### src/rtl/div_pkg.sv
// Shared constants and state encoding for the restoring divider
// and the ALU function codes it drives.
package div_pkg;

    localparam int DW      = 32;
    localparam int FUNCT_W = 6;

    localparam logic [5:0] FUNCT_NOP = 6'b000000;
    localparam logic [5:0] FUNCT_ADD = 6'b001001;
    localparam logic [5:0] FUNCT_SUB = 6'b001010;

    typedef enum logic [1:0] {
        ST_IDLE = 2'd0,
        ST_RUN  = 2'd1,
        ST_DONE = 2'd2
    } div_state_t;

endpackage

### src/rtl/divider_ctrl.sv
// Restoring unsigned divider sequencer; one quotient bit per cycle,
// trial subtraction done by the shared ALU through the alu_* ports.
module divider_ctrl #(
    parameter int DW      = div_pkg::DW,
    parameter int FUNCT_W = div_pkg::FUNCT_W
) (
    input  logic               clk,
    input  logic               rst_n,
    input  logic               start,
    input  logic [DW-1:0]      dividend,
    input  logic [DW-1:0]      divisor,
    output logic [DW-1:0]      alu_src1,
    output logic [DW-1:0]      alu_src2,
    output logic [FUNCT_W-1:0] alu_funct,
    input  logic [DW-1:0]      alu_result,
    input  logic               alu_carry,
    output logic               busy,
    output logic               ready,
    output logic [DW-1:0]      quotient,
    output logic [DW-1:0]      remainder,
    output logic               div_by_zero
);

    import div_pkg::*;

    localparam int          CW   = $clog2(DW) + 1;
    localparam logic [CW-1:0] LAST = CW'(DW - 1);

    div_state_t      r_state;
    div_state_t      w_state_nxt;
    logic [CW-1:0]   r_cnt;
    logic [2*DW-1:0] r_work;
    logic [DW-1:0]   r_div;
    logic [DW-1:0]   r_quot;
    logic [DW-1:0]   r_rem;
    logic            r_dbz;

    logic [2*DW-1:0] w_shift;
    logic [2*DW-1:0] w_work_nxt;
    logic            w_run;
    logic            w_zero_div;

    assign w_run      = (r_state == ST_RUN);
    assign w_zero_div = (divisor == '0);
    assign w_shift    = r_work << 1;

    // No borrow means the shifted remainder covers the divisor:
    // keep the difference and shift in a 1.
    always_comb begin
        w_work_nxt = w_shift;
        if (!alu_carry) begin
            w_work_nxt = {alu_result, w_shift[DW-1:1], 1'b1};
        end
    end

    always_comb begin
        w_state_nxt = r_state;
        unique case (r_state)
            ST_IDLE: begin
                if (start) begin
                    w_state_nxt = w_zero_div ? ST_DONE : ST_RUN;
                end
            end
            ST_RUN: begin
                if (r_cnt == LAST) begin
                    w_state_nxt = ST_DONE;
                end
            end
            ST_DONE: w_state_nxt = ST_IDLE;
            default: w_state_nxt = ST_IDLE;
        endcase
    end

    always_comb begin
        alu_src1  = '0;
        alu_src2  = '0;
        alu_funct = FUNCT_W'(FUNCT_NOP);
        if (w_run) begin
            alu_src1  = w_shift[2*DW-1:DW];
            alu_src2  = r_div;
            alu_funct = FUNCT_W'(FUNCT_SUB);
        end
    end

    always_ff @(posedge clk) begin
        if (!rst_n) begin
            r_state <= ST_IDLE;
            r_cnt   <= '0;
            r_work  <= '0;
            r_div   <= '0;
            r_quot  <= '0;
            r_rem   <= '0;
            r_dbz   <= 1'b0;
        end else begin
            r_state <= w_state_nxt;
            unique case (r_state)
                ST_IDLE: begin
                    if (start) begin
                        r_dbz <= w_zero_div;
                        if (w_zero_div) begin
                            r_quot <= '1;
                            r_rem  <= dividend;
                        end else begin
                            r_div  <= divisor;
                            r_work <= {{DW{1'b0}}, dividend};
                            r_cnt  <= '0;
                        end
                    end
                end
                ST_RUN: begin
                    r_work <= w_work_nxt;
                    r_cnt  <= r_cnt + 1'b1;
                    if (r_cnt == LAST) begin
                        r_quot <= w_work_nxt[DW-1:0];
                        r_rem  <= w_work_nxt[2*DW-1:DW];
                    end
                end
                default: ;
            endcase
        end
    end

    assign busy        = w_run;
    assign ready       = (r_state == ST_DONE);
    assign quotient    = r_quot;
    assign remainder   = r_rem;
    assign div_by_zero = r_dbz;

endmodule

### config.mk
export PLATFORM = sky130hd
export DESIGN_NAME = divider_ctrl
export DESIGN_NICKNAME = d
export VERILOG_FILES = /design/src/rtl/div_pkg.sv /design/src/rtl/divider_ctrl.sv
export SDC_FILE = /design/constraint.sdc
export NUM_CORES = 1
export LEC_CHECK = 0
export BUFFER_PORTS_ARGS = -buffer_cell sky130_fd_sc_hd__buf_2
export CAP_MARGIN = 20
export CORE_MARGIN = 4
export CORE_UTILIZATION = 40
export DETAILED_ROUTE_END_ITERATION = 10
export PLACE_DENSITY = 0.76
export SYNTH_ARGS = -nofsm -noshare
export SYNTH_HDL_FRONTEND = slang
export SYNTH_SLANG_ARGS = --single-unit
### constraint.sdc
create_clock -name clk -period 1.59 [get_ports clk]
set_clock_uncertainty 0.1 [all_clocks]
set_input_delay 0.318 -clock clk [delete_from_list [all_inputs] [get_ports clk]]
set_output_delay 0.318 -clock clk [all_outputs]
set_load 0.05 [all_outputs]
-- Word-level counts from Yosys, hierarchy flattened
Index checks and enable logic that the tools add are counted.
- register bits: 168
- logic and storage cells: 46
- $add $sub $neg: 1
- equality and inequality tests: 7
- mux-type cells: 22
- bitwise logic cells: 1
- reduce and logical (&&, ||, !) cells: 8
- operator list (operator ; number):
    $mux 32 ; 8
    $pmux 32 s2 ; 2
    $mux 63 ; 2
    $pmux 63 s2 ; 1
    $mux 64 ; 1
    $logic_not 32->1 ; 1
    $mux 6 ; 2
    $pmux 6 s2 ; 1
    $add 6x1->6 const B ; 1
    $eq 6x5->1 const B ; 1
    $mux 2 ; 3
    $ne 2x2->1 const B ; 3
    $reduce_and 3->1 ; 2
    $mux 4 ; 1
    $pmux 2 s2 ; 1
    $reduce_and 2->1 ; 2
    $reduce_and 4->1 ; 1
    $eq 2x1->1 const B ; 1
    $eq 2x2->1 const B ; 1
    $logic_not 2->1 ; 1
    $ne 2x1->1 const B ; 1
    $reduce_bool 2->1 ; 1
    $not 1->1 ; 1

-- Logic depth before layout (Yosys ltp)
Gate-level depths: netlist of run 1.
- depth after elaboration: 4
- gate-level depth with buffers: 8

-- Least setup slack after synthesis of run 1
OpenSTA, ideal clock, no wires.
- path kind: reg-to-output
- start point: reg r_state[0]
- end point: out alu_src1[20]
- data arrival time: 1.988 ns
- data required time: 1.172 ns
- setup slack: -0.816 ns
- cell stages (with the launch flop): 7
- buffers on the path: 3
- path through: dfxtp_1 -> nand2b_1 -> buf_4 -> inv_2 -> buf_2 -> clkbuf_1 -> and2_1
- longest elaborated chain between the ends: 2
- ends and longest elaborated chain (element ; line ; text):
    start, declared ; divider_ctrl.sv:29 ; div_state_t r_state;
    start signal, assigned ; divider_ctrl.sv:95 ; r_state <= w_state_nxt;
    $eq 2x1->1 ; divider_ctrl.sv:43 ; assign w_run = (r_state == ST_RUN);
    net busy ; divider_ctrl.sv:17 ; output logic busy,
    $mux 32 ; divider_ctrl.sv:78 ; if (w_run) begin
    end, declared ; divider_ctrl.sv:12 ; output logic [DW-1:0] alu_src1,
The timed path passes the listed nets, and every way through them passes these cells.

-- Final worst setup path of run 1
- start point: reg r_state[1]
- end point: out alu_src2[20]
- longest elaborated chain between the ends: 2
- ends and longest elaborated chain (element ; line ; text):
    $eq 2x1->1 ; divider_ctrl.sv:43 ;
    $mux 32 ; divider_ctrl.sv:78 ;
    end, declared ; divider_ctrl.sv:13 ; output logic [DW-1:0] alu_src2,
No other way between the ends.

==> flow_summary.ini, run 1 <==
[outcome]
outcome = complete, but fails checks
violations = setup timing

[logic_synthesis]
syn_avg_cell_area_um2 = 8.91
synth_top_cell_by_area = dfxtp_1
ys_seq_elements = 168
synth_flop_cell = dfxtp_1
async_reset_ff_share_pct = 0
synth_edf_count = 0
yosysWarnings = 0
ys_types = 39
synth_seq_area_share_pct = 44.3
ys_top_cells_by_area = dfxtp_1 (44%), mux2i_1 (8.6%), a21oi_1 (6.5%)
synth.top_cell.area_share_pct = 44.3
synth_cells = 853
syn-cell-area_um2 = 7600

[die]
fp.dieW_um = 146
coreArea_um2 = 18700
ios = 237
die_area_um2 = 21300
row_count = 50
die-height_um = 146
start_util_pct = 40.6

[sta]
finalHoldViolations = 0
fin_tns_setup_ns = -48.00
holdWs_ns = 0.0733
fmax_mhz = 501
min_period_ns = 2.00
rsz0062_at_grt = true
fin_crit_sh_pct = 125
setup_ws_ns = -0.405
setup_viol = 200
slew_viol_final = 0

[pwr]
ir_drop_v = 0.000737
p_leak_nw = 5.15
power.density_nw_per_um2 = 1070

[critical_path]
ff2ff_path_depth = 8
cpPeakStageDelay_ns = 0.32
cp-start-kind = register
r2r-start = r_state[1]
cp-end-kind = output pin
worstPathArrival_ns = 1.58
critPathKind = register to output pin
cp.required_ns = 1.17
critPathMaxFanout = 37
crit_chain = nand2b_4, clkinv_8, buf_12, and2_4, buf_4
crit_slowest_cell = dfxtp_2
crit_start = r_state[1]

[clocking]
numCtsBuffers = 17
cts_num_sinks = 168
clkSlewWorstSetupHoldPaths_ns = 0.07
cts_tree = done
cts_root_buffer = clkbuf_16
cts-hold-fix-buffers = 0
clk_latency_ns = 0.42
h-tree-depth = 4
cts_buffer_depth = 2

[finish]
stdcell_area_um2 = 11800
final_cell_mix = buf_2 (165), dfxtp_1 (164), a21oi_1 (91)
final_cells = 1368
mostFrequentLayoutCell = buf_2
antenna_cells = 0
layout.nets = 1222
layout-drive-gt1-share_pct = 44.5
area_growth_pct = 55.8

[placement]
dpl_cell_area_um2 = 9420
dp_hpwl_mm = 15.3
gp_congestion = 0.765
port_buffers = 232
place_ws_ns = -0.543
dp.cells = 1288

[global_route]
grt_pass1_wl_mm = 37.4
grt_pass1_vias = 6931
grt_overflow_total = 0
grt.total_usage_pct = 21.4
antenna_found_initial = 0
grt_max_degree = 82

[min_path]
worstHoldPathCells = 3
hold_start = divisor[4]
hp-class = input port to register

[detailed_routing]
ant_nets = 0
route.detailed.drc = 0
wl_per_cell_um = 20.9
vias_per_cell = 5.60
drt_wl_total_mm = 28.6
dr.pass1.iters = 7
vias = 7666
first_iter_violations = 460

[run]
drv_cap = 0
[power breakdown]
group          internal (mW)  switching (mW)
Combinational           1.34            1.85
Sequential              4.50           0.202
Clock                   2.84            1.87
Total                   8.69            3.92
[routing by layer]
layer  share of wire (%)  track usage (%)
met1                  42             28.1
met2                  48             35.3
met3                 7.6             5.95
met4                 2.0             4.80
met5                   0                0
[cell type report]
type                       count  area (um^2)
fill                        1443         6870
multi-input combinational    597         4330
sequential                   168         3370
timing repair buffer         334         3160
clock buffer                  18          429
tap                          234          293
clock inverter                14          234
inverter                       3         23.8
[timing repair]
item,4_1_cts,5_1_grt
cloned,5,29
pin swaps,6,42
endpoints found under the setup margin,214,223
resized for setup,110,147
buffers inserted,7,11
[sequential cells by signal, indices dropped and copies added, names as in the netlist]
name and flops:
r_work 63, quotient 32, r_div 32, remainder 32, r_cnt 6, r_state 2, div_by_zero 1
[cell usage after synthesis (20+ instances only)]
cell and n:
nor2b_1 64, o21ai_0 35, dfxtp_1 168, nand4b_1 31, o221a_1 32, nor2_1 36, mux2i_1 65, clkbuf_1 51
a31oi_1 31, and2_1 64, nand2_1 69, o21ai_1 32, a21oi_1 98, buf_2 20
[logic make-up (layout without fill, tap and decap cells)]
| kind of cell | count (synthesis) | in the layout | synth area share (%) |
|---|---|---|---|
| other | 1 | 4 | 0.0494 |
| AO/OA/AOI/OAI | 236 | 236 | 19.3 |
| adder cells (fa/ha/maj) | 1 | 1 | 0.165 |
| multiplexers | 65 | 65 | 8.57 |
| XOR/XNOR | 3 | 3 | 0.346 |
| AND/OR/NAND/NOR | 287 | 288 | 21.4 |
| flip-flops | 168 | 168 | 44.3 |
| buffers and inverters | 92 | 369 | 5.91 |
[worst max-delay path, delay by kind of cell (launching register included)]
kind	cells	cell delay [ns]
simple gates	2	0.36
buf+inv	3	0.46
flops	1	0.32
[per-stage QoR]
step / power [mW] / util [%]
2_1_floorplan: 6.43 / -
3_3_place_gp: 7.08 / 50.3
3_5_place_dp: 7.11 / 50.3
4_1_cts: 12.0 / 56.8
5_1_grt: 13.0 / 63.3
6_report: 12.6 / 63.3
[worst paths after layout]
check / slack (ns) / endpoint
max: -0.41 / alu_src2[20]
min: 0.07 / r_div[4]
max reg2reg: -0.39 / quotient[11]
min reg2reg: 0.34 / remainder[7]
(Power assumes the default switching activity.)
==> inputs of run 2 (changes only) <==
Settings changed: BUFFER_PORTS_ARGS -buffer_cell sky130_fd_sc_hd__buf_2 to -buffer_cell sky130_fd_sc_hd__buf_4, CELL_PAD_IN_SITES_DETAIL_PLACEMENT set to 1, CELL_PAD_IN_SITES_GLOBAL_PLACEMENT set to 2, CORE_UTILIZATION 40 to 27, PLACE_DENSITY 0.76 to 0.85.
==> flow_summary.ini, run 2 (synthesized netlist as in run 1, its figures left out) <==
[detailed_routing]
wl_per_cell_um = 22.5
route.detailed.drc = 0
vias = 7887
dr.pass1.iters = 6
ant_nets = 0
drt_wl_total_mm = 35.2
first_iter_violations = 409
vias_per_cell = 5.04

[critical_path]
cp_common_cell = buf_12
crit_buf_inv = 4
worstPathArrival_ns = 2.22
critPathMaxFanout = 8
cp-end-kind = register
crit_family = buffers and inverters
crit_slowest_cell = dfxtp_2
crit_start = r_state[1]
crit_chain = nand2b_4, buf_4, buf_6, a41oi_4, nor3_4, and2_4, buf_12, buf_12, o221a_1
critPathKind = register to register
cp.required_ns = 1.80
cpPeakStageDelay_ns = 0.32
cp-start-kind = register
r2r-start = r_state[1]

[die]
fp.dieW_um = 176
row_count = 61
coreArea_um2 = 27800
die-height_um = 176
die_area_um2 = 30900
start_util_pct = 27.3
ios = 237

[sta]
setup_ws_ns = -0.424
finalHoldViolations = 0
holdWs_ns = 0.0709
slew_viol_final = 0
min_period_ns = 2.01
rsz0062_at_grt = true
fin_tns_setup_ns = -58.23
fin_crit_sh_pct = 127
fmax_mhz = 496
setup_viol = 222

[global_route]
antenna_found_initial = 0
grt.total_usage_pct = 19.5
grt_pass1_vias = 8240
grt_pass1_wl_mm = 47.8
grt_overflow_total = 0
grt_max_degree = 56

[placement]
dp_hpwl_mm = 19.5
gp_congestion = 0.804
place_ws_ns = -0.523
port_buffers = 232

[run]
drv_cap = 0

[finish]
mostFrequentLayoutCell = buf_4
final_cell_mix = buf_4 (225), dfxtp_1 (164), a21oi_1 (85)
largest-register = r_work
area_growth_pct = 82.6
largest_reg_flops = 63
layout-drive-gt1-share_pct = 51.7
antenna_cells = 0
layout.nets = 1275
fillerInstances = 3008

[clocking]
clkSlewWorstSetupHoldPaths_ns = 0.07
cts_tree = done
cts-hold-fix-buffers = 0
cts_num_sinks = 168
h-tree-depth = 4
clk_latency_ns = 0.44
numCtsBuffers = 17
cts_buffer_depth = 2
cts_root_buffer = clkbuf_16

[pwr]
ir_drop_v = 0.000524
power.density_nw_per_um2 = 933
p_leak_nw = 5.74

[min_path]
hp-class = input port to register
hold_start = dividend[13]

[outcome]
violations = setup timing
outcome = complete, but fails checks
run 2: changes by cell type in the layout (fill, tap and decap cells not counted), moves of 11 or more:
cell     delta
o21ai_2    +29
buf_2     -165
buf_12     +18
buf_8      +37
o21ai_1    -12
o21ai_0    -20
buf_4     +160
a31oi_4    +11
buf_16     +11
run 2: final timing paths:
check	to	slack [ns]	depth (start not counted)
worst max-delay path	quotient[21]	-0.42	9
worst min-delay path	r_work[13]	0.07	3
worst max register to register	quotient[21]	-0.42	9
worst min register to register	remainder[8]	0.35	2
run 2: area by class of cell:
type / instances / area (um^2) / area share, %
clock inverter: 13 / 124 / 0.893
sequential: 168 / 3370 / 24.3
tap: 378 / 473 / 3.41
inverter: 3 / 18.8 / 0.135
clock buffer: 19 / 443 / 3.19
multi-input combinational: 596 / 4780 / 34.5
timing repair buffer: 388 / 4660 / 33.6
run 2: repair_timing:
| item | in CTS | in global routing |
|---|---|---|
| pin swaps | 53 | 31 |
| resized for setup | 226 | 192 |
| setup buffers | 21 | 29 |
| endpoints found under the setup margin | 194 | 231 |
| gates cloned | 16 | 20 |
run 2: worst min-delay path: stages:
cell     delay [ns]
buf_4          0.09
a21oi_1        0.05
a21oi_1        0.11
run 2: per-layer routing:
metal	vias up	track usage (%)	share of wire (%)
li1	3666	-	-
met1	3919	24.8	42
met2	251	32.7	49
met3	51	5.88	6.7
met4	0	4.00	2.2
met5	-	0	0
run 2: power breakdown:
part           total, mW  switching [mW]  leakage (nW)  internal (mW)
Sequential          4.74           0.238          1.38           4.50
Combinational       4.02            2.11          4.08           1.92
Clock               4.18            2.05         0.282           2.13
Total               12.9            4.39          5.74           8.55
run 2: through the flow:
stage               total power, mW  util, %  instance area [um^2]  instances
floorplan                      6.43        -                  7890        856
global placement               7.39     37.4                 10400       1454
detailed placement             7.43     37.4                 10400       1454
CTS                            12.3     44.9                 12500       1523
global route                   13.5     49.9                 13900       1565
finish                         12.9     49.9                 13900       1565
==> inputs of run 3 (changes only) <==
Settings changed: GPL_TIMING_DRIVEN set to 0, HOLD_SLACK_MARGIN set to 0.08.
==> flow_summary.ini, run 3 (synthesized netlist as in run 1, its figures left out) <==
[pwr]
power.share.clock_pct = 33.8
p_leak_nw = 5.60
ir_drop_v = 0.000633
power.density_nw_per_um2 = 939
p_int_mw = 8.64
pwr-share-seq_pct = 36.7
p_sw_mw = 4.27
p_sw_share_pct = 33.1
combinationalPowerShare_pct = 29.5

[die]
ios = 237
fp.dieW_um = 176
row_count = 61
start_util_pct = 27.3
die-height_um = 176
coreArea_um2 = 27800
die_area_um2 = 30900

[placement]
dp_hpwl_mm = 22.7
place_ws_ns = -0.874
dp.cells = 1464
port_buffers = 230
gp_congestion = 0.790

[detailed_routing]
first_iter_violations = 432
dr.pass1.iters = 5
drt_wl_total_mm = 36.2
ant_nets = 0
vias = 8035
wl_per_cell_um = 22.7
route.detailed.drc = 0
vias_per_cell = 5.03

[sta]
setup_viol = 234
tightestPinTransition_ns = 0.782
relSlewSlack_pct = 47.8
setup_ws_ns = -0.474
finalHoldViolations = 0
fin_crit_sh_pct = 130
slew_viol_final = 0
fin_tns_setup_ns = -68.41
min_period_ns = 2.06
rsz0062_at_grt = true
holdWs_ns = 0.0684
fmax_mhz = 484

[critical_path]
cp-end-kind = output pin
cp-start-kind = register
cp.required_ns = 1.17
critPathMaxFanout = 10
worstPathArrival_ns = 1.65
critPathKind = register to output pin
ff2ff_path_depth = 9

[global_route]
grt_pass1_wl_mm = 49.6
grt.total_usage_pct = 20.7
antenna_found_initial = 0
grt_pass1_vias = 8184
grt_overflow_total = 0
grt_max_degree = 17

[clocking]
clk_latency_ns = 0.44
cts_root_buffer = clkbuf_16
clkSlewWorstSetupHoldPaths_ns = 0.07
cts_buffer_depth = 2
cts_tree = done
cts_num_sinks = 168
numCtsBuffers = 17
h-tree-depth = 4

[finish]
layout-drive-gt1-share_pct = 47.1
final_cell_mix = buf_4 (193), dfxtp_1 (164), buf_8 (80)
mostFrequentLayoutCell = buf_4
final_cells = 1598
largest_reg_flops = 63
layout.nets = 1308
area_growth_pct = 81.0
antenna_cells = 0
largest-register = r_work

[min_path]
worstHoldPathCells = 3
hp-class = input port to register

[run]
drv_cap = 0

[outcome]
violations = setup timing
outcome = complete, but fails checks
==> run 3: cell type report <==
class,instances,area (um^2)
multi-input cells,596,4750
plain buffers,84,967
flip-flops and latches,168,3370
clock inverters,14,163
clock buffers,18,439
repair buffers,337,3560
well taps,378,473
inverters,3,16.3
fillers,3036,14000
==> run 3: final timing paths <==
path	from	endpoint	slack (ns)
worst min-delay path	dividend[31]	r_work[31]	0.07
worst min register to register	remainder[15]	remainder[15]	0.35
worst max register to register	r_state[1]	quotient[24]	-0.42
worst max-delay path	r_state[1]	alu_src2[18]	-0.47
==> run 3: what timing repair did <==
| item | in CTS | in global routing |
|---|---|---|
| endpoints found under the hold margin | 44 | 4 |
| hold buffers | 44 | 4 |
| resized for setup | 217 | 268 |
| pin swaps | 13 | 83 |
| gates cloned | 3 | 16 |
| endpoints found under the setup margin | 231 | 235 |
| buffers inserted | 14 | 27 |
==> run 3: worst max-delay path, cell delays in order (launching register included) <==
cell,delay [ns]
dfxtp_4,0.34
nand2b_4,0.16
inv_6,0.09
buf_12,0.15
clkbuf_16,0.16
and2_4,0.16
buf_8,0.15
==> run 3: power groups by stage <==
stage               clock network [mW]  logic [mW]  registers [mW]
floorplan                            0        1.32            5.11
global placement                     0        2.58            4.79
detailed placement                   0        2.61            4.80
CTS                               4.42        3.02            4.70
global route                      4.58        3.99            4.76
finish                            4.37        3.80            4.74
==> run 3: stage by stage <==
stage | util (%) | total power [mW] | cell area [um^2]
floorplan | - | 6.43 | 7890
global placement | 36.3 | 7.37 | 10100
detailed placement | 36.3 | 7.40 | 10100
CTS | 43.5 | 12.1 | 12100
global route | 49.5 | 13.3 | 13700
finish | 49.5 | 12.9 | 13700
==> run 3: per-layer routing <==
metal  share of wire (%)  track usage (%)  up-vias
met5                   0                0        -
met4                 1.3             4.55        0
li1                    -                -     3720
met2                  51             36.1      273
met1                  41             25.2     4007
met3                 6.8             5.94       35
